[src/rtl/sprite_pkg.sv]
// Sprite line fetcher shared definitions.
//   - Sprite geometry (16x16 pixels, 2 bits per pixel, one 32-bit word per row).
//   - Bit positions of the fields in a sprite attribute word.
//   - Fetch FSM state encoding.
// Optional feature macro: SPRITE_HFLIP_EN (used by the modules importing this package).
package sprite_pkg;

    localparam int SPR_W = 16;
    localparam int SPR_H = 16;
    localparam int BPP   = 2;
    localparam int WORD_W = SPR_W * BPP;

    // Attribute word layout
    localparam int ATTR_EN    = 31;
    localparam int ATTR_HFLIP = 30;
    localparam int ATTR_ID_HI = 24;
    localparam int ATTR_ID_LO = 20;
    localparam int ATTR_Y_HI  = 19;
    localparam int ATTR_Y_LO  = 10;
    localparam int ATTR_X_HI  = 9;
    localparam int ATTR_X_LO  = 0;

    localparam int ID_W  = ATTR_ID_HI - ATTR_ID_LO + 1;
    localparam int ROW_W = $clog2(SPR_H);
    localparam int COL_W = $clog2(SPR_W);

    typedef enum logic [1:0] {
        ST_IDLE  = 2'd0,
        ST_FETCH = 2'd1,
        ST_DRAIN = 2'd2
    } fetch_state_e;

endpackage

[src/rtl/sprite_slot_line.sv]
// Per-slot double-buffered sprite line storage.
// Holds {valid, x, word} (plus hflip when SPRITE_HFLIP_EN is defined) for two
// banks: one written by the fetch engine, one read by the pixel path.
// Ports:
//   clk, reset            clock, synchronous active-high reset (clears valids)
//   clr_i / clr_bank_i    invalidate one bank (start of a new fetch)
//   wr_i / wr_bank_i      capture wr_x_i / wr_word_i (/ wr_hflip_i) into a bank
//   rd_bank_i             bank used by the pixel path
//   pix_x_i               current pixel x
//   pix_o                 colour of this slot at pix_x_i, 0 if none/transparent
// Optional feature macro: SPRITE_HFLIP_EN (mirror pixel index when hflip set).
module sprite_slot_line
    import sprite_pkg::*;
#(
    parameter int X_W = 10
) (
    input  logic              clk,
    input  logic              reset,
    input  logic              clr_i,
    input  logic              clr_bank_i,
    input  logic              wr_i,
    input  logic              wr_bank_i,
    input  logic [X_W-1:0]    wr_x_i,
    input  logic [WORD_W-1:0] wr_word_i,
`ifdef SPRITE_HFLIP_EN
    input  logic              wr_hflip_i,
`endif
    input  logic              rd_bank_i,
    input  logic [X_W-1:0]    pix_x_i,
    output logic [BPP-1:0]    pix_o
);

    logic [1:0]             valid_q;
    logic [1:0][X_W-1:0]    x_q;
    logic [1:0][WORD_W-1:0] word_q;
`ifdef SPRITE_HFLIP_EN
    logic [1:0]             hflip_q;
`endif

    // The top never clears and writes the same bank in one cycle; if it did,
    // the write wins.
    always_ff @(posedge clk) begin
        if (reset) begin
            valid_q <= '0;
        end else begin
            if (clr_i) valid_q[clr_bank_i] <= 1'b0;
            if (wr_i)  valid_q[wr_bank_i]  <= 1'b1;
        end
    end

    always_ff @(posedge clk) begin
        if (wr_i) begin
            x_q[wr_bank_i]    <= wr_x_i;
            word_q[wr_bank_i] <= wr_word_i;
`ifdef SPRITE_HFLIP_EN
            hflip_q[wr_bank_i] <= wr_hflip_i;
`endif
        end
    end

    // Modular column: sprites near the right edge wrap onto the line start.
    logic [X_W-1:0]   col;
    logic             in_rng;
    logic [COL_W-1:0] pidx;

    assign col    = pix_x_i - x_q[rd_bank_i];
    assign in_rng = (col < X_W'(SPR_W));

`ifdef SPRITE_HFLIP_EN
    // 15 - col for a 4-bit column is its bitwise inverse.
    assign pidx = hflip_q[rd_bank_i] ? ~col[COL_W-1:0] : col[COL_W-1:0];
`else
    assign pidx = col[COL_W-1:0];
`endif

    assign pix_o = (valid_q[rd_bank_i] && in_rng)
                   ? word_q[rd_bank_i][int'(pidx) * BPP +: BPP] : '0;

endmodule

[src/rtl/sprite_line_fetcher.sv]
// Sprite line fetcher: per scanline, scans NUM_SLOTS attribute slots, fetches
// the matching sprite row words through the sprite memory's registered read
// port into a double-buffered line store, and serves per-pixel 2bpp colour.
// Ports:
//   clk, reset                          clock, synchronous active-high reset
//   attr_we/attr_slot/attr_wdata        attribute slot write
//   line_start, line_y                  start (or restart) fetch for a scanline
//   mem_raddr, mem_rdata                sprite memory read port (1-cycle latency)
//   fetch_busy                          fetch in progress
//   pix_valid, pix_x                    pixel strobe and x
//   pix_hit, pix_color, pix_slot        winning sprite pixel (registered)
// Optional feature macro: SPRITE_HFLIP_EN (attribute bit 30 mirrors the sprite).
module sprite_line_fetcher
    import sprite_pkg::*;
#(
    parameter int NUM_SLOTS = 8,
    parameter int X_W       = 10,
    parameter int Y_W       = 10
) (
    input  logic                         clk,
    input  logic                         reset,
    input  logic                         attr_we,
    input  logic [$clog2(NUM_SLOTS)-1:0] attr_slot,
    input  logic [31:0]                  attr_wdata,
    input  logic                         line_start,
    input  logic [Y_W-1:0]               line_y,
    output logic [8:0]                   mem_raddr,
    input  logic [31:0]                  mem_rdata,
    output logic                         fetch_busy,
    input  logic                         pix_valid,
    input  logic [X_W-1:0]               pix_x,
    output logic                         pix_hit,
    output logic [1:0]                   pix_color,
    output logic [$clog2(NUM_SLOTS)-1:0] pix_slot
);

    localparam int SW = $clog2(NUM_SLOTS);

    // ------------------------------------------------------------------
    // Attribute registers
    // ------------------------------------------------------------------
    logic [NUM_SLOTS-1:0]           en_q;
    logic [NUM_SLOTS-1:0][ID_W-1:0] id_q;
    logic [NUM_SLOTS-1:0][Y_W-1:0]  y_q;
    logic [NUM_SLOTS-1:0][X_W-1:0]  x_q;
`ifdef SPRITE_HFLIP_EN
    logic [NUM_SLOTS-1:0]           hf_q;
    logic                           unused_attr_bits;
    assign unused_attr_bits = ^attr_wdata[29:25];
`else
    logic                           unused_attr_bits;
    assign unused_attr_bits = ^attr_wdata[30:25];
`endif

    always_ff @(posedge clk) begin
        if (reset) begin
            en_q <= '0;
        end else if (attr_we) begin
            en_q[attr_slot] <= attr_wdata[ATTR_EN];
        end
    end

    always_ff @(posedge clk) begin
        if (attr_we) begin
            id_q[attr_slot] <= attr_wdata[ATTR_ID_HI:ATTR_ID_LO];
            y_q[attr_slot]  <= Y_W'(attr_wdata[ATTR_Y_HI:ATTR_Y_LO]);
            x_q[attr_slot]  <= X_W'(attr_wdata[ATTR_X_HI:ATTR_X_LO]);
`ifdef SPRITE_HFLIP_EN
            hf_q[attr_slot] <= attr_wdata[ATTR_HFLIP];
`endif
        end
    end

    // ------------------------------------------------------------------
    // Fetch FSM
    // ------------------------------------------------------------------
    fetch_state_e   state_q, state_d;
    logic [SW-1:0]  idx_q, idx_d;
    logic [Y_W-1:0] line_y_q, line_y_d;
    logic           front_q, front_d;     // bank index read by the pixel path
    // Issue-to-capture pipeline: hit flag plus what the capture needs.
    logic           hit_q, hit_d;
    logic [SW-1:0]  cap_slot_q, cap_slot_d;
    logic [X_W-1:0] cap_x_q, cap_x_d;
`ifdef SPRITE_HFLIP_EN
    logic           cap_hf_q, cap_hf_d;
`endif

    logic [Y_W-1:0] row_full;
    logic           row_hit;

    assign row_full = line_y_q - y_q[idx_q];
    assign row_hit  = en_q[idx_q] && (row_full < Y_W'(SPR_H));

    always_comb begin
        state_d    = state_q;
        idx_d      = idx_q;
        line_y_d   = line_y_q;
        front_d    = front_q;
        hit_d      = 1'b0;
        cap_slot_d = idx_q;
        cap_x_d    = x_q[idx_q];
`ifdef SPRITE_HFLIP_EN
        cap_hf_d   = hf_q[idx_q];
`endif
        mem_raddr  = '0;
        fetch_busy = (state_q != ST_IDLE);

        case (state_q)
            ST_FETCH: begin
                mem_raddr = {id_q[idx_q], row_full[ROW_W-1:0]};
                hit_d     = row_hit;
                if (idx_q == SW'(NUM_SLOTS - 1)) begin
                    state_d = ST_DRAIN;
                end else begin
                    idx_d = idx_q + 1'b1;
                end
            end
            ST_DRAIN: state_d = ST_IDLE;
            default:  ;
        endcase

        // A new line (including an abort) swaps banks and restarts at slot 0.
        // The slot issued this cycle is dropped; the one being captured this
        // cycle still lands in the bank that is about to become front.
        if (line_start) begin
            state_d  = ST_FETCH;
            idx_d    = '0;
            line_y_d = line_y;
            front_d  = ~front_q;
            hit_d    = 1'b0;
        end
    end

    always_ff @(posedge clk) begin
        if (reset) begin
            state_q    <= ST_IDLE;
            idx_q      <= '0;
            line_y_q   <= '0;
            front_q    <= 1'b0;
            hit_q      <= 1'b0;
            cap_slot_q <= '0;
            cap_x_q    <= '0;
`ifdef SPRITE_HFLIP_EN
            cap_hf_q   <= 1'b0;
`endif
        end else begin
            state_q    <= state_d;
            idx_q      <= idx_d;
            line_y_q   <= line_y_d;
            front_q    <= front_d;
            hit_q      <= hit_d;
            cap_slot_q <= cap_slot_d;
            cap_x_q    <= cap_x_d;
`ifdef SPRITE_HFLIP_EN
            cap_hf_q   <= cap_hf_d;
`endif
        end
    end

    // ------------------------------------------------------------------
    // Per-slot line storage
    // ------------------------------------------------------------------
    logic [NUM_SLOTS-1:0][BPP-1:0] slot_pix;

    for (genvar s = 0; s < NUM_SLOTS; s++) begin : g_slot
        sprite_slot_line #(
            .X_W(X_W)
        ) u_line (
            .clk        (clk),
            .reset      (reset),
            .clr_i      (line_start),
            .clr_bank_i (front_q),
            .wr_i       (hit_q && (cap_slot_q == SW'(s))),
            .wr_bank_i  (~front_q),
            .wr_x_i     (cap_x_q),
            .wr_word_i  (mem_rdata),
`ifdef SPRITE_HFLIP_EN
            .wr_hflip_i (cap_hf_q),
`endif
            .rd_bank_i  (front_q),
            .pix_x_i    (pix_x),
            .pix_o      (slot_pix[s])
        );
    end

    // ------------------------------------------------------------------
    // Priority select: lowest-numbered non-transparent slot wins
    // ------------------------------------------------------------------
    logic          win_hit;
    logic [1:0]    win_color;
    logic [SW-1:0] win_slot;

    always_comb begin
        win_hit   = 1'b0;
        win_color = '0;
        win_slot  = '0;
        for (int s = NUM_SLOTS - 1; s >= 0; s--) begin
            if (slot_pix[s] != '0) begin
                win_hit   = 1'b1;
                win_color = slot_pix[s];
                win_slot  = SW'(s);
            end
        end
    end

    logic          pix_hit_q;
    logic [1:0]    pix_color_q;
    logic [SW-1:0] pix_slot_q;

    always_ff @(posedge clk) begin
        if (reset) begin
            pix_hit_q   <= 1'b0;
            pix_color_q <= '0;
            pix_slot_q  <= '0;
        end else begin
            pix_hit_q   <= pix_valid && win_hit;
            pix_color_q <= pix_valid ? win_color : 2'b00;
            if (pix_valid) pix_slot_q <= win_slot;
        end
    end

    assign pix_hit   = pix_hit_q;
    assign pix_color = pix_color_q;
    assign pix_slot  = pix_slot_q;

endmodule

[config.mk]
export PLATFORM = sky130hd
export DESIGN_NAME = sprite_line_fetcher
export DESIGN_NICKNAME = d
export VERILOG_FILES = /design/src/rtl/sprite_pkg.sv /design/src/rtl/sprite_slot_line.sv /design/src/rtl/sprite_line_fetcher.sv
export SDC_FILE = /design/constraint.sdc
export NUM_CORES = 1
export LEC_CHECK = 0
export BUFFER_PORTS_ARGS = -buffer_cell sky130_fd_sc_hd__buf_2
export CORE_ASPECT_RATIO = 1.25
export CORE_MARGIN = 8
export CORE_UTILIZATION = 62
export CTS_CLUSTER_DIAMETER = 100
export DETAILED_ROUTE_END_ITERATION = 12
export PLACE_DENSITY_LB_ADDON = 0.2
export SLEW_MARGIN = 25
export SYNTH_ARGS = -nofsm -noshare
export SYNTH_HDL_FRONTEND = slang
export SYNTH_SLANG_ARGS = --single-unit
export TNS_END_PERCENT = 5
[constraint.sdc]
create_clock -name clk -period 7.25 [get_ports clk]
set_input_delay 1.45 -clock clk [delete_from_list [all_inputs] [get_ports clk]]
set_output_delay 1.45 -clock clk [all_outputs]
set_load 0.02 [all_outputs]
Word-level counts from Yosys, hierarchy flattened

Index checks and enable logic that the tools add are counted.

Register bits after elaboration: 932
Input bits: 92
Output and inout bits: 16
Logic and storage cells: 332

$add $sub $neg: 10
Order comparisons: 16
Equality and inequality tests: 12
Shift operators: 8
Mux-type cells: 150
Bitwise logic cells: 21
Reductions and logical operators: 39

Operator list:

| kind                                                | number |
|---|---|
| 2-to-1 mux 32 bit                                   | 17 |
| bitwise mux 64 bit                                  | 8 |
| indexed part select 32 x 6 -> 2 bit                 | 8 |
| 2-to-1 mux 10 bit                                   | 20 |
| bitwise mux 20 bit                                  | 8 |
| bitwise mux 80 bit                                  | 2 |
| < comparator 10 x 5 -> 1 bit, second input constant | 9 |
| subtractor 10 bit                                   | 9 |
| 2-to-1 mux 2 bit                                    | 41 |
| binary-select mux 10 bit (select 3 bit)             | 2 |
| bitwise mux 40 bit                                  | 1 |
| demux 32 bit (select 1 bit)                         | 1 |
| demux 10 bit (select 3 bit)                         | 1 |
| 2-to-1 mux 1 bit                                    | 29 |
| 2-to-1 mux 3 bit                                    | 8 |
| logical AND 1 bit                                   | 21 |
| nonzero test 2 bit                                  | 10 |
| bitwise AND 2 bit                                   | 8 |
| bitwise OR 2 bit                                    | 8 |
| binary-select mux 5 bit (select 3 bit)              | 1 |
| demux 5 bit (select 3 bit)                          | 1 |
| equality test 3 bit, second input constant          | 5 |
| demux 10 bit (select 1 bit)                         | 1 |
| 2-to-1 mux 5 bit                                    | 2 |
| 24 further kinds                                    | 35 |

Depth between registers and ports, before layout

Gate-level depths: netlist of the first run.

Depth after elaboration: 16
Mapped depth: 20
Depth with buffers taken out: 14

Cells and area by module

A second synthesis of the first run with hierarchy kept.

Cells, all modules: 2174
Area, all modules: 39589.2 um^2

Modules (own cells, without submodules):

| module                                   | times used | cells each | area an instance (um^2) | seq. area each (um^2) |
|---|---|---|---|---|
| sprite_slot_line at g_slot[3].u_line ... | 4          | 189        | 3666.0                  | 2562.5 |
| sprite_line_fetcher                      | 1          | 564        | 9726.8                  | 6886.6 |
| sprite_slot_line at g_slot[0].u_line ... | 2          | 215        | 3829.9                  | 2562.5 |
| sprite_slot_line at g_slot[7].u_line     | 1          | 227        | 3843.7                  | 2562.5 |
| sprite_slot_line at g_slot[2].u_line     | 1          | 197        | 3694.8                  | 2562.5 |

Worst setup path before layout of the first run

No wires, ideal clock.

Path kind: flip-flop to flip-flop
From: reg front_q
To: reg pix_slot_q[2] (netlist: pix_slot[2])
Library setup time: 0.087 ns
Data arrival time: 5.099 ns
Data required time: 7.163 ns
Path slack: 2.064 ns
Cell stages (with the launch flop): 19
Buffers on the path: 9
Clock period less this slack: 5.186 ns
Cell sequence: dfxtp_1 > buf_6 > buf_6 > buf_6 > buf_4 > clkbuf_1 > clkbuf_1 > buf_1 > mux2i_1 > fa_1 > buf_1 > clkbuf_1 > mux4_2 > mux4_2 > mux2i_1 > nor3_1 > nor4_1 > nand2_1 > o31ai_1

Word-level cells in the longest chain between the ends: 15
Elaborated cells on any way between the ends: 104
Classes of those cells: 8 x add/sub; 8 x order compare; 8 x shift; 64 x mux; 16 x reduce/logical

Ends and longest elaborated chain:

| element                                               | line                       | source |
|---|---|---|
| start: declaration                                    | sprite_line_fetcher.sv:80  | `logic front_q, front_d;` |
| start signal: assignment                              | sprite_line_fetcher.sv:151 | `front_q <= front_d;` |
| 2-to-1 mux 10 bit (not written as such) (2 in series) | sprite_slot_line.sv:66     | `assign col = pix_x_i - x_q[rd_bank_i];` |
| subtractor 10 bit                                     | sprite_slot_line.sv:66     |  |
| < comparator 10 x 5 -> 1 bit                          | sprite_slot_line.sv:67     | `assign in_rng = (col < X_W'(SPR_W));` |
| logical AND 1 bit                                     | sprite_slot_line.sv:76     | `assign pix_o = (valid_q[rd_bank_i] && in_rng)` |
| 2-to-1 mux 2 bit                                      | sprite_slot_line.sv:77     | `? word_q[rd_bank_i][int'(pidx) * BPP +: BPP] : '0;` |
| nonzero test 2 bit                                    | sprite_line_fetcher.sv:199 | `if (slot_pix[s] != '0) begin` |
| 2-to-1 mux 3 bit (7 in series)                        | sprite_line_fetcher.sv:199 |  |
| 2-to-1 mux 3 bit (*)                                  | sprite_line_fetcher.sv:199 |  |
| end signal: assignment                                | sprite_line_fetcher.sv:219 | `if (pix_valid) pix_slot_q <= win_slot;` |
| end: declaration                                      | sprite_line_fetcher.sv:209 | `logic [SW-1:0] pix_slot_q;` |

Every way passes the cells marked *; elsewhere a longest branch is shown, timed or not. The select of a mux whose other input is x is not followed.
A chain may end at the register's enable or synchronous reset.

Worst setup path after layout of the first run

From: reg front_q
To: reg pix_slot_q[1] (netlist: pix_slot[1])

The elaborated chain is that of the path after synthesis.

==> summary.md, run 1 <==
| Metric | Value |
|---|---|
| Netlist area before placement | 38500 µm² |
| Commonest non-fill, non-tap cells in the layout | edfxtp_1, mux4_2, mux2i_1, buf_2, clkbuf_16 |
| Synth Instances | ~2000 |
| Die area | about 70000 µm² |
| Critical Path AT | roughly 5700 ps |
| Setup TNS Final | 0 ps |
| Register area share after synthesis | 0.711 |
| Clk Latency, worst-skew pair | 660 ps |
| Mapped Avg Cell Area | 19.2 µm² |
| Relative slew slack | 0.291 |
| Leakage | 0.0141 µW |
| Core area | 61800 µm² |
| Drt first pass iters | 5 |
| Pre-CTS setup slack | 1430 ps |
| Layout cell share with drive strength beyond 1 | 0.234 |
| Tightest Pin Transition | 1060 ps |
| PnR Total Power | between 10000 and 15000 µW |
| Starting Density | 0.624 |
| Post-synth EDFFs | 872 |
| CTS clk-pin slew, worst paths | about 60 ps |
| Xor/xnor share of the synthesized area | 0.0109 |
| Finished Cell Area | approximately 43000 µm² |
| Primary FF master, synth | edfxtp_1 |
| Residual DRC count | 0 |
| Max rail drop VDD | 0.220 mV |
| # port buffers | ~100 |
| Multiplexer share of the synthesized area | 0.164 |
| Initial antenna violation count | 8 |
| Worst hold margin | approximately 470 ps |
| PostCTS Resize Cnt | 0 |
| Worst Hold Class | register to register |
| Final hold vios | 0 |
| Clk root buf | clkbuf_16 |
| Postcts setup bufs | 0 |
| Worst EP required | around 8000 ps |
| #FFs+latches synth | 932 |
| Via density | roughly 6.4 |
| Clock Sinks | 932 |
| Outcome | complete, no violations |
| Die Y-Extent | a little under 300 µm |
| Vias in the first global route | between 20000 and 25000 |
| Worst clock skew | 24.3 ps |
| GR Overflow Total | 0 |
| Hold Buf Count CTS | 0 |
| Tcrit/Tclk final | 0.714 |
| Max Clk Rate | around 190 MHz |
| Commonest non-fill, non-tap cell in the layout | edfxtp_1 |
| CP Class | register to register |
| Unrepaired setup endpoints after global routing | false |
| Cell Rows | approximately 100 |
| P&R area growth vs syn | 11.5% |
| Asr flop ratio synth | 0 |
| Top Ports | between 100 and 150 |
| Yosys cell types | 70 |
| # setup viols final | 0 |
| Post-synthesis adder-cell area fraction | 0.0316 |
| Net total in the final layout | 2351 |
| GP Congestion | between 0.8 and 0.9 |
| Critical Path Sink Type | register |
| Global-route wire length before repair | roughly 120000 µm |
| Slew Viols, Final | 0 |
| Pin count of the biggest net entering global routing | 61 |
| Die X-Extent | 239 µm |
| Total GRT Usage | 0.241 |
| Post-DP HPWL | between 50000 and 60000 µm |
| Startpoint Class | register |
| # H-tree levels | 3 |
| Time the worst path needs with I/O delays and setup | between 5000 and 6000 ps |
| R2R Setup Slk | around 2100 ps |
| Max Cap Viol | 0 |
| Post-DP Area | between 40000 and 50000 µm² |
| Synth Area in Compound Gates | 0.0364 |
| Total wire length | 83600 µm |
| Worst r2r path cells | 13 |
| Antenna-violating nets left | 0 |
| Post-Synth Simple-Gate Area | 0.0337 |
| CTS buffer count | 85 |
| Largest family of logic cells by synthesized area | multiplexers |
| WL per Instance | around 27 µm |
| CTS tree | yes |
| DR iter-0 viols | about 1500 |
| Vias | around 20000 |
| Syn. warnings | 0 |
| Setup ws final | a little over 2000 ps |
| Max Buffers Root-to-Sink | 3 |
| Fillers | around 3900 |
| PwrDens | around 270 nW/µm² |
| Worst-path maximum fanout | 60 |
| Syn_nets | around 2200 |
| WHS Path Cells | 1 |
-- per-layer routing --
metal  up-vias  share of wire  GRT usage
met4         2          0.031     0.0904
met2       665           0.54      0.435
li1       8566              -          -
met1     10200           0.37      0.290
met5         -        0.00014          0
met3       136          0.055     0.0368
-- registers in the layout (all words and copies together), names as in the netlist, 2 cells and up --
signal / cells
g_slot.u_line.word_q: 512
en_q: 8
g_slot.u_line.valid_q: 16
cap_x_q: 10
cap_slot_d: 3
pix_color: 2
x_q: 80
id_q: 40
pix_slot: 3
state_q: 2
line_y_q: 10
cap_slot_q: 3
y_q: 80
g_slot.u_line.x_q: 160
-- critical path, cell delays in order (launching register included) --
cell	delay [ps]
dfxtp_4	760
buf_12	440
mux2_2	250
ha_1	160
inv_1	60
fa_1	840
mux4_2	380
mux2_2	300
or4_1	410
o31ai_1	150
nor4_1	230
nor4_1	550
o31ai_1	180
a32o_1	270
-- worst paths after layout --
path                            endpoint                        start
max reg2reg                  pix_slot[1]                      front_q
min reg2reg  g_slot[4].u_line.valid_q[1]  g_slot[4].u_line.valid_q[1]
min          g_slot[4].u_line.valid_q[1]  g_slot[4].u_line.valid_q[1]
max                          pix_slot[1]                      front_q
-- report_power, final --
group / leakage, µW / switching, µW / internal (µW)
sequential: 0.00837 / 42.6 / 5920
combinational: 0.00437 / 622 / 465
clock: 0.00132 / 1920 / 2450
-- cell type report --
cell class | count | area [µm²] | area share
Antenna cell | 8 | 20.0 | 0.000466
Clock buffer | 104 | 2220 | 0.0517
Clock inverter | 53 | 495 | 0.0115
Inverter | 34 | 128 | 0.00297
Multi-Input combinational cell | 973 | 10800 | 0.252
Sequential cell | 932 | 27400 | 0.638
Tap cell | 832 | 1040 | 0.0242
Timing Repair Buffer | 141 | 818 | 0.0191
-- metrics by stage --
stage               utilization  cells
global route              0.695   3074
floorplan                     -   2005
CTS                       0.694   3069
global placement          0.651   2912
detailed placement        0.651   2912
finish                    0.695   3077
-- Yosys cell counts (all sizes together) (4+ instances only) --
master | instances | area share
nor3b | 4 | 0.00078
nor3 | 35 | 0.0045
o41ai | 4 | 0.00091
inv | 34 | 0.0033
dfxtp | 60 | 0.031
nand3b | 8 | 0.0016
o211ai | 6 | 0.0012
mux2i | 158 | 0.041
nand2b | 19 | 0.0031
clkbuf | 32 | 0.0031
buf | 34 | 0.0057
nand3 | 7 | 0.00091
xor2 | 20 | 0.0050
nor4 | 14 | 0.0028
a211oi | 7 | 0.0015
mux4 | 203 | 0.12
o21a | 31 | 0.0060
ha | 83 | 0.027
xnor2 | 26 | 0.0059
nand2 | 33 | 0.0032
a21boi | 6 | 0.0012
or3 | 8 | 0.0013
o21ai | 36 | 0.0047
nand4 | 4 | 0.00065
or2 | 6 | 0.00097
mux2 | 15 | 0.0044
a21oi | 49 | 0.0064
nor2 | 87 | 0.0085
o31ai | 10 | 0.0019
edfxtp | 872 | 0.68
a21o | 9 | 0.0018
fa | 9 | 0.0047
a221oi | 4 | 0.00091
nor2b | 18 | 0.0029
o221ai | 4 | 0.00091
a2111oi | 7 | 0.0018
-- cells by family (layout without fill, tap and decap cells) --
family	Yosys count	in the layout
simple gates	255	255
fa+ha+maj	92	92
other cells	0	8
flops	932	932
xor+xnor	46	46
mux	376	376
buf+inv	100	332
compound gates	204	204
No activity file was read; power rests on OpenSTA's default activity.
==> inputs of run 2 (changes only) <==
Clock period 7.25 ns to 5.2 ns, I/O delays scaled along.
==> run 2 against run 1 <==
Flip-flop and latch count unchanged. Via count up 1.5%. Utilization up 0.43 points. Setup slack worse by 1400 ps. Sequential power up 39%. First-iteration DRC count up 12%. Final area up 0.61%. Clock power up 42%. Largest cell class unchanged.
==> summary.md, run 2 (synthesis gave the netlist of run 1 again) <==
| Metric | Value |
|---|---|
| Fin cells | 3099 (+0.71%) |
| Clk Latency, worst-skew pair | 630 ps (-30 ps) |
| CP Class | register to register |
| Core area | 61800 µm² (unchanged) |
| Leakage | 0.0142 µW (+1.2%) |
| Setup TNS Final | 0 ps (unchanged) |
| Critical path depth | 12 (-1) |
| Relative slew slack | 0.287 (-0.00373) |
| CTS clk-pin slew, worst paths | 60 ps (about the same) |
| Largest regs | g_slot.u_line.word_q (512), g_slot.u_line.x_q (160) |
| Worst clock skew | 21.2 ps (-3.05 ps) |
| Unrepaired setup endpoints after global routing | false |
| Net total in the final layout | 2379 (+1.2%) |
| Worst EP required | 5730 ps (-2060 ps) |
| Largest stage delay on the critical path | 720 ps (-120 ps) |
| # port buffers | 101 (unchanged) |
| Placed Cells | 2939 (+0.93%) |
| Slew Viols, Final | 0 (unchanged) |
| Initial antenna violation count | 5 (-3) |
| Die area | 70400 µm² (unchanged) |
| Clock Sinks | 932 (unchanged) |
| Global-route wire length before repair | 128000 µm (+2.7%) |
| Worst Hold Class | register to register |
| Outcome | complete, no violations |
| Commonest non-fill, non-tap cells in the layout | edfxtp_1, mux4_2, mux2i_1, buf_2, clkbuf_16 |
| Setup ws final | 693 ps (-1380 ps) |
| Top Family by Delay on Critical Path | compound AO/OA/AOI/OAI gates |
| Tightest Pin Transition | 1070 ps (+13.7 ps) |
| Clk root buf | clkbuf_16 |
| PwrDens | 373 nW/µm² (+40%) |
| Die Y-Extent | 295 µm (unchanged) |
| CTS tree | yes |
| Startpoint Class | register |
| Drt first pass iters | 5 (unchanged) |
| Total wire length | 85200 µm (+2.0%) |
| Max reg flops | 512 (unchanged) |
| WHS Path Cells | 1 (unchanged) |
| Max rail drop VDD | 0.382 mV (+74%) |
| # setup viols final | 0 (unchanged) |
| Top Ports | 108 (unchanged) |
| Layout cell share with drive strength beyond 1 | 0.245 (+0.0115) |
| Top reg by flops | g_slot.u_line.word_q |
| Commonest non-fill, non-tap cell in the layout | edfxtp_1 |
| Tcrit/Tclk final | 0.867 (+0.152) |
| Critical Path AT | 5030 ps (-690 ps) |
| Vias in the first global route | 21000 (+2.1%) |
| DR iter-0 viols | 1645 (+12%) |
| Max Clk Rate | 222 MHz (+15%) |
| Die X-Extent | 239 µm (unchanged) |
| Max Buffers Root-to-Sink | 3 (unchanged) |
| Total GRT Usage | 0.246 (+0.00490) |
| Pin count of the biggest net entering global routing | 46 (-25%) |
| Hold Buf Count CTS | 0 (unchanged) |
| Postcts setup bufs | 0 (unchanged) |
| # H-tree levels | 3 (unchanged) |
| Starting Density | 0.624 (unchanged) |
| PostCTS Resize Cnt | 0 (unchanged) |
| Time the worst path needs with I/O delays and setup | 4510 ps (-673 ps) |
| Crit path max-delay cell type | dfxtp_4 |
| Critical Path Sink Type | register |
| Residual DRC count | 0 (unchanged) |
| Worst r2r path cells | 12 (-1) |
| Antenna-violating nets left | 0 (unchanged) |
| R2R Setup Slk | 690 ps (-1380 ps) |
| P&R area growth vs syn | 12.1% |
| Worst-path maximum fanout | 43 (-28%) |
| Max Cap Viol | 0 (unchanged) |
| Post-DP HPWL | 55500 µm (+2.5%) |
| Cell breakdown of the critical path | buf_4 -> mux2i_1 -> ha_1 -> a211oi_1 -> o31ai_1 -> xor2_1 -> a2111oi_0 -> o21ai_0 -> nor4_1 -> nor4_1 -> buf_4 -> a32o_1 |
| Worst hold margin | 468 ps (-0.351 ps) |
| Vias | 19900 (+1.5%) |
| Final hold vios | 0 (unchanged) |
| CTS buffer count | 85 (unchanged) |
| WL per Instance | 27.5 µm (+1.3%) |
| GP Congestion | 0.874 (-0.54%) |
| Via density | 6.42 (+0.75%) |
| Pre-CTS setup slack | 354 ps (-1070 ps) |
| Cell Rows | 102 (unchanged) |
| GR Overflow Total | 0 (unchanged) |
| Worst path bufs/invs | 2 (unchanged) |
==> run 2: cell types whose count changed in the layout (fill, tap and decap cells not counted), sizes merged <==
cell / change
clkinv: -16
clkbuf: +12
buf: +28
diode: -4
clkinvlp: +2
==> run 2: through the flow <==
stage	utilization	total power (µW)	area, µm²
floorplan	-	9470	38500
detailed placement	0.654	10100	40400
finish	0.699	16100	43200
global route	0.699	16600	43200
CTS	0.699	16200	43200
global placement	0.654	10000	40400
==> run 2: path summary, 6_finish.rpt <==
kind,from,end
setup / recovery,front_q,pix_slot[1]
hold / removal,g_slot[7].u_line.valid_q[0],g_slot[7].u_line.valid_q[0]
setup reg to reg,front_q,pix_slot[1]
hold reg to reg,g_slot[7].u_line.valid_q[0],g_slot[7].u_line.valid_q[0]
==> run 2: cell type report <==
| class | instances | area [µm²] |
|---|---|---|
| multi-input combinational | 973 | 10800 |
| timing repair buffer | 169 | 1040 |
| clock inverter | 39 | 387 |
| sequential | 932 | 27400 |
| clock buffer | 116 | 2390 |
| tap | 832 | 1040 |
| inverter | 34 | 128 |
| fill | 3833 | 18600 |
| antenna | 4 | 10.0 |
==> run 2: routing by layer <==
layer | share of wire | GRT usage | wire [µm] | vias to the layer above
met5 | 0.00014 | 0 | 12 | -
met4 | 0.040 | 0.101 | 3390 | 2
met3 | 0.055 | 0.0362 | 4650 | 178
met2 | 0.54 | 0.443 | 45800 | 737
met1 | 0.37 | 0.294 | 31400 | 10400
li1 | - | - | - | 8597
==> run 2: power by group <==
group | switching [µW] | internal (µW) | leakage [µW]
registers | 57.3 | 8260 | 0.00837
clock network | 2630 | 3580 | 0.00136
logic | 891 | 683 | 0.00451
==> run 2: worst reg2reg max path, cell delays in order, from the launching register on <==
cell and delay, ps:
dfxtp_4 720, buf_4 700, mux2i_1 320, ha_1 280, a211oi_1 110, o31ai_1 440, xor2_1 130, a2111oi_0 370
o21ai_0 290, nor4_1 530, nor4_1 110, buf_4 170, a32o_1 240
==> inputs of run 3 (changes only) <==
Settings changed: CTS_BUF_LIST set to sky130_fd_sc_hd__clkbuf_16, SETUP_SLACK_MARGIN set to 0.4.
==> run 3 against run 2 <==
Clock skew is 5.9 ps lower. Power is 2.2% higher. Maximum frequency is 0.56% higher. Global-route usage hardly changed. Routed wire length is 0.34% higher. Critical path type unchanged.
==> summary.md, run 3 (synthesis gave the netlist of run 1 again) <==
| Metric | Value |
|---|---|
| # H-tree levels | 3 (unchanged) |
| DR iter-0 viols | 1579 (-4.0%) |
| Net total in the final layout | 2376 (-0.13%) |
| Core area | 61800 µm² (unchanged) |
| Die X-Extent | 239 µm (unchanged) |
| Total GRT Usage | 0.246 (about the same) |
| Tightest Pin Transition | 1150 ps (+83.8 ps) |
| PwrDens | 379 nW/µm² (+1.8%) |
| Via density | 6.39 (-0.43%) |
| Total wire length | 85500 µm (+0.34%) |
| CTS tree | yes |
| GP Congestion | 0.899 (+2.9%) |
| Outcome | complete, no violations |
| Cell Rows | 102 (unchanged) |
| Post-DP HPWL | 55400 µm (-0.26%) |
| Relative slew slack | 0.231 (-0.0559) |
| Unrepaired setup endpoints after global routing | false |
| GR Overflow Total | 0 (unchanged) |
| Pin count of the biggest net entering global routing | 68 (+48%) |
| Slew Viols, Final | 0 (unchanged) |
| Top Ports | 108 (unchanged) |
| Worst clock skew | 15.4 ps (-5.86 ps) |
| Fillers | 3777 (-1.5%) |
| Vias in the first global route | 20800 (-0.63%) |
| Clk Latency, worst-skew pair | 630 ps (about the same) |
| Worst-path maximum fanout | 30 (-30%) |
| PostCTS Resize Cnt | 0 (unchanged) |
| Antenna-violating nets left | 0 (unchanged) |
| Largest regs | g_slot.u_line.word_q (512), g_slot.u_line.x_q (160) |
| # port buffers | 101 (unchanged) |
| Setup TNS Final | 0 ps (unchanged) |
| Fin cells | 3101 (+0.065%) |
| Startpoint Class | register |
| Die area | 70400 µm² (unchanged) |
| Critical Path Sink Type | register |
| Max Buffers Root-to-Sink | 3 (unchanged) |
| Worst EP required | 5750 ps (+20 ps) |
| Clk root buf | clkbuf_16 |
| Time the worst path needs with I/O delays and setup | 4480 ps (-24.9 ps) |
| Global-route wire length before repair | 127000 µm (-0.68%) |
| Worst r2r path cells | 13 (+1) |
| Postcts setup bufs | 0 (unchanged) |
| CTS buffer count | 85 (unchanged) |
| Final hold vios | 0 (unchanged) |
| CP Class | register to register |
| Drt first pass iters | 5 (unchanged) |
| Finished Cell Area | 43400 µm² (+0.41%) |
| CTS clk-pin slew, worst paths | 60 ps (about the same) |
| P&R area growth vs syn | 12.6% |
| Top reg by flops | g_slot.u_line.word_q |
| Max Cap Viol | 0 (unchanged) |
| Worst Hold Class | register to register |
| WL per Instance | 27.6 µm (+0.27%) |
| Initial antenna violation count | 6 (+1) |
| Layout cell share with drive strength beyond 1 | 0.247 (+0.00210) |
| Area of the multi-input gates | 10800 µm² (about the same) |
| Starting Density | 0.624 (unchanged) |
| Setup ws final | 718 ps (+24.9 ps) |
| Clock Sinks | 932 (unchanged) |
| Leakage | 0.0144 µW (+0.82%) |
| Commonest non-fill, non-tap cell in the layout | edfxtp_1 |
| Die Y-Extent | 295 µm (unchanged) |
| Max Clk Rate | 223 MHz (+0.56%) |
| FF+latch area | 27400 µm² (unchanged) |
| Residual DRC count | 0 (unchanged) |
| Placed Cells | 2936 (-0.10%) |
| Max reg flops | 512 (unchanged) |
| Max rail drop VDD | 0.342 mV (-10%) |
| Critical Path AT | 5030 ps (about the same) |
| # setup viols final | 0 (unchanged) |
| Tcrit/Tclk final | 0.862 (-0.00479) |
| Post-DP Area | 40400 µm² (about the same) |
| Pre-CTS setup slack | 202 ps (-152 ps) |
| Hold Buf Count CTS | 0 (unchanged) |
| WHS Path Cells | 1 (unchanged) |
| Vias | 19800 (-0.37%) |
| Commonest non-fill, non-tap cells in the layout | edfxtp_1, mux4_2, mux2i_1, buf_2, clkbuf_16 |
[run 3: cell count changes in the layout (fill, tap and decap cells not counted), sizes merged]
cell	change
inv	+15
buf	-3
clkbuf	-27
diode	+1
bufinv	+8
clkinv	+3
clkinvlp	+5
[run 3: power breakdown]
part,switching [µW],internal (µW)
clock,2700,3860
combinational,887,683
sequential,62.2,8260
[run 3: worst paths after layout]
check                              start                           to  slack [ps]
max                              front_q                  pix_slot[0]         720
min          g_slot[4].u_line.valid_q[1]  g_slot[4].u_line.valid_q[1]         470
max reg2reg                      front_q                  pix_slot[0]         720
min reg2reg  g_slot[4].u_line.valid_q[1]  g_slot[4].u_line.valid_q[1]         470
[run 3: per-stage QoR]
step                hold slack (ps)  utilization  power, µW
floorplan                       432            -       9470
global route                    478        0.702      16900
global placement                445        0.653      10000
finish                          467        0.702      16500
CTS                             466        0.702      16600
detailed placement              453        0.653      10100
[run 3: critical path, cell delays in order, from the launching register on]
cell and delay, ps:
dfxtp_4 690, buf_4 360, mux2i_1 270, inv_1 80, fa_1 880, buf_4 250
mux4_2 310, mux2i_1 150, mux2i_1 170, mux2i_1 330, a211oi_1 200, a2111oi_2 430
nand2_1 110, a31oi_1 140
[run 3: final cells by class]
| cell class | instances | share of cell area |
|---|---|---|
| timing repair buffer | 166 | 0.0235 |
| antenna | 5 | 0.000288 |
| multi-input combinational | 973 | 0.249 |
| sequential | 932 | 0.632 |
| clock buffer | 89 | 0.0514 |
| inverter | 34 | 0.00294 |
| clock inverter | 70 | 0.0172 |
| tap | 832 | 0.0240 |
[run 3: layer usage]
layer  GRT usage  share of wire  vias to the layer above
met3      0.0322          0.053                      174
li1            -              -                     8610
met4       0.105          0.042                        0
met1       0.293           0.37                    10400
met5           0              0                        -
met2       0.446           0.54                      649
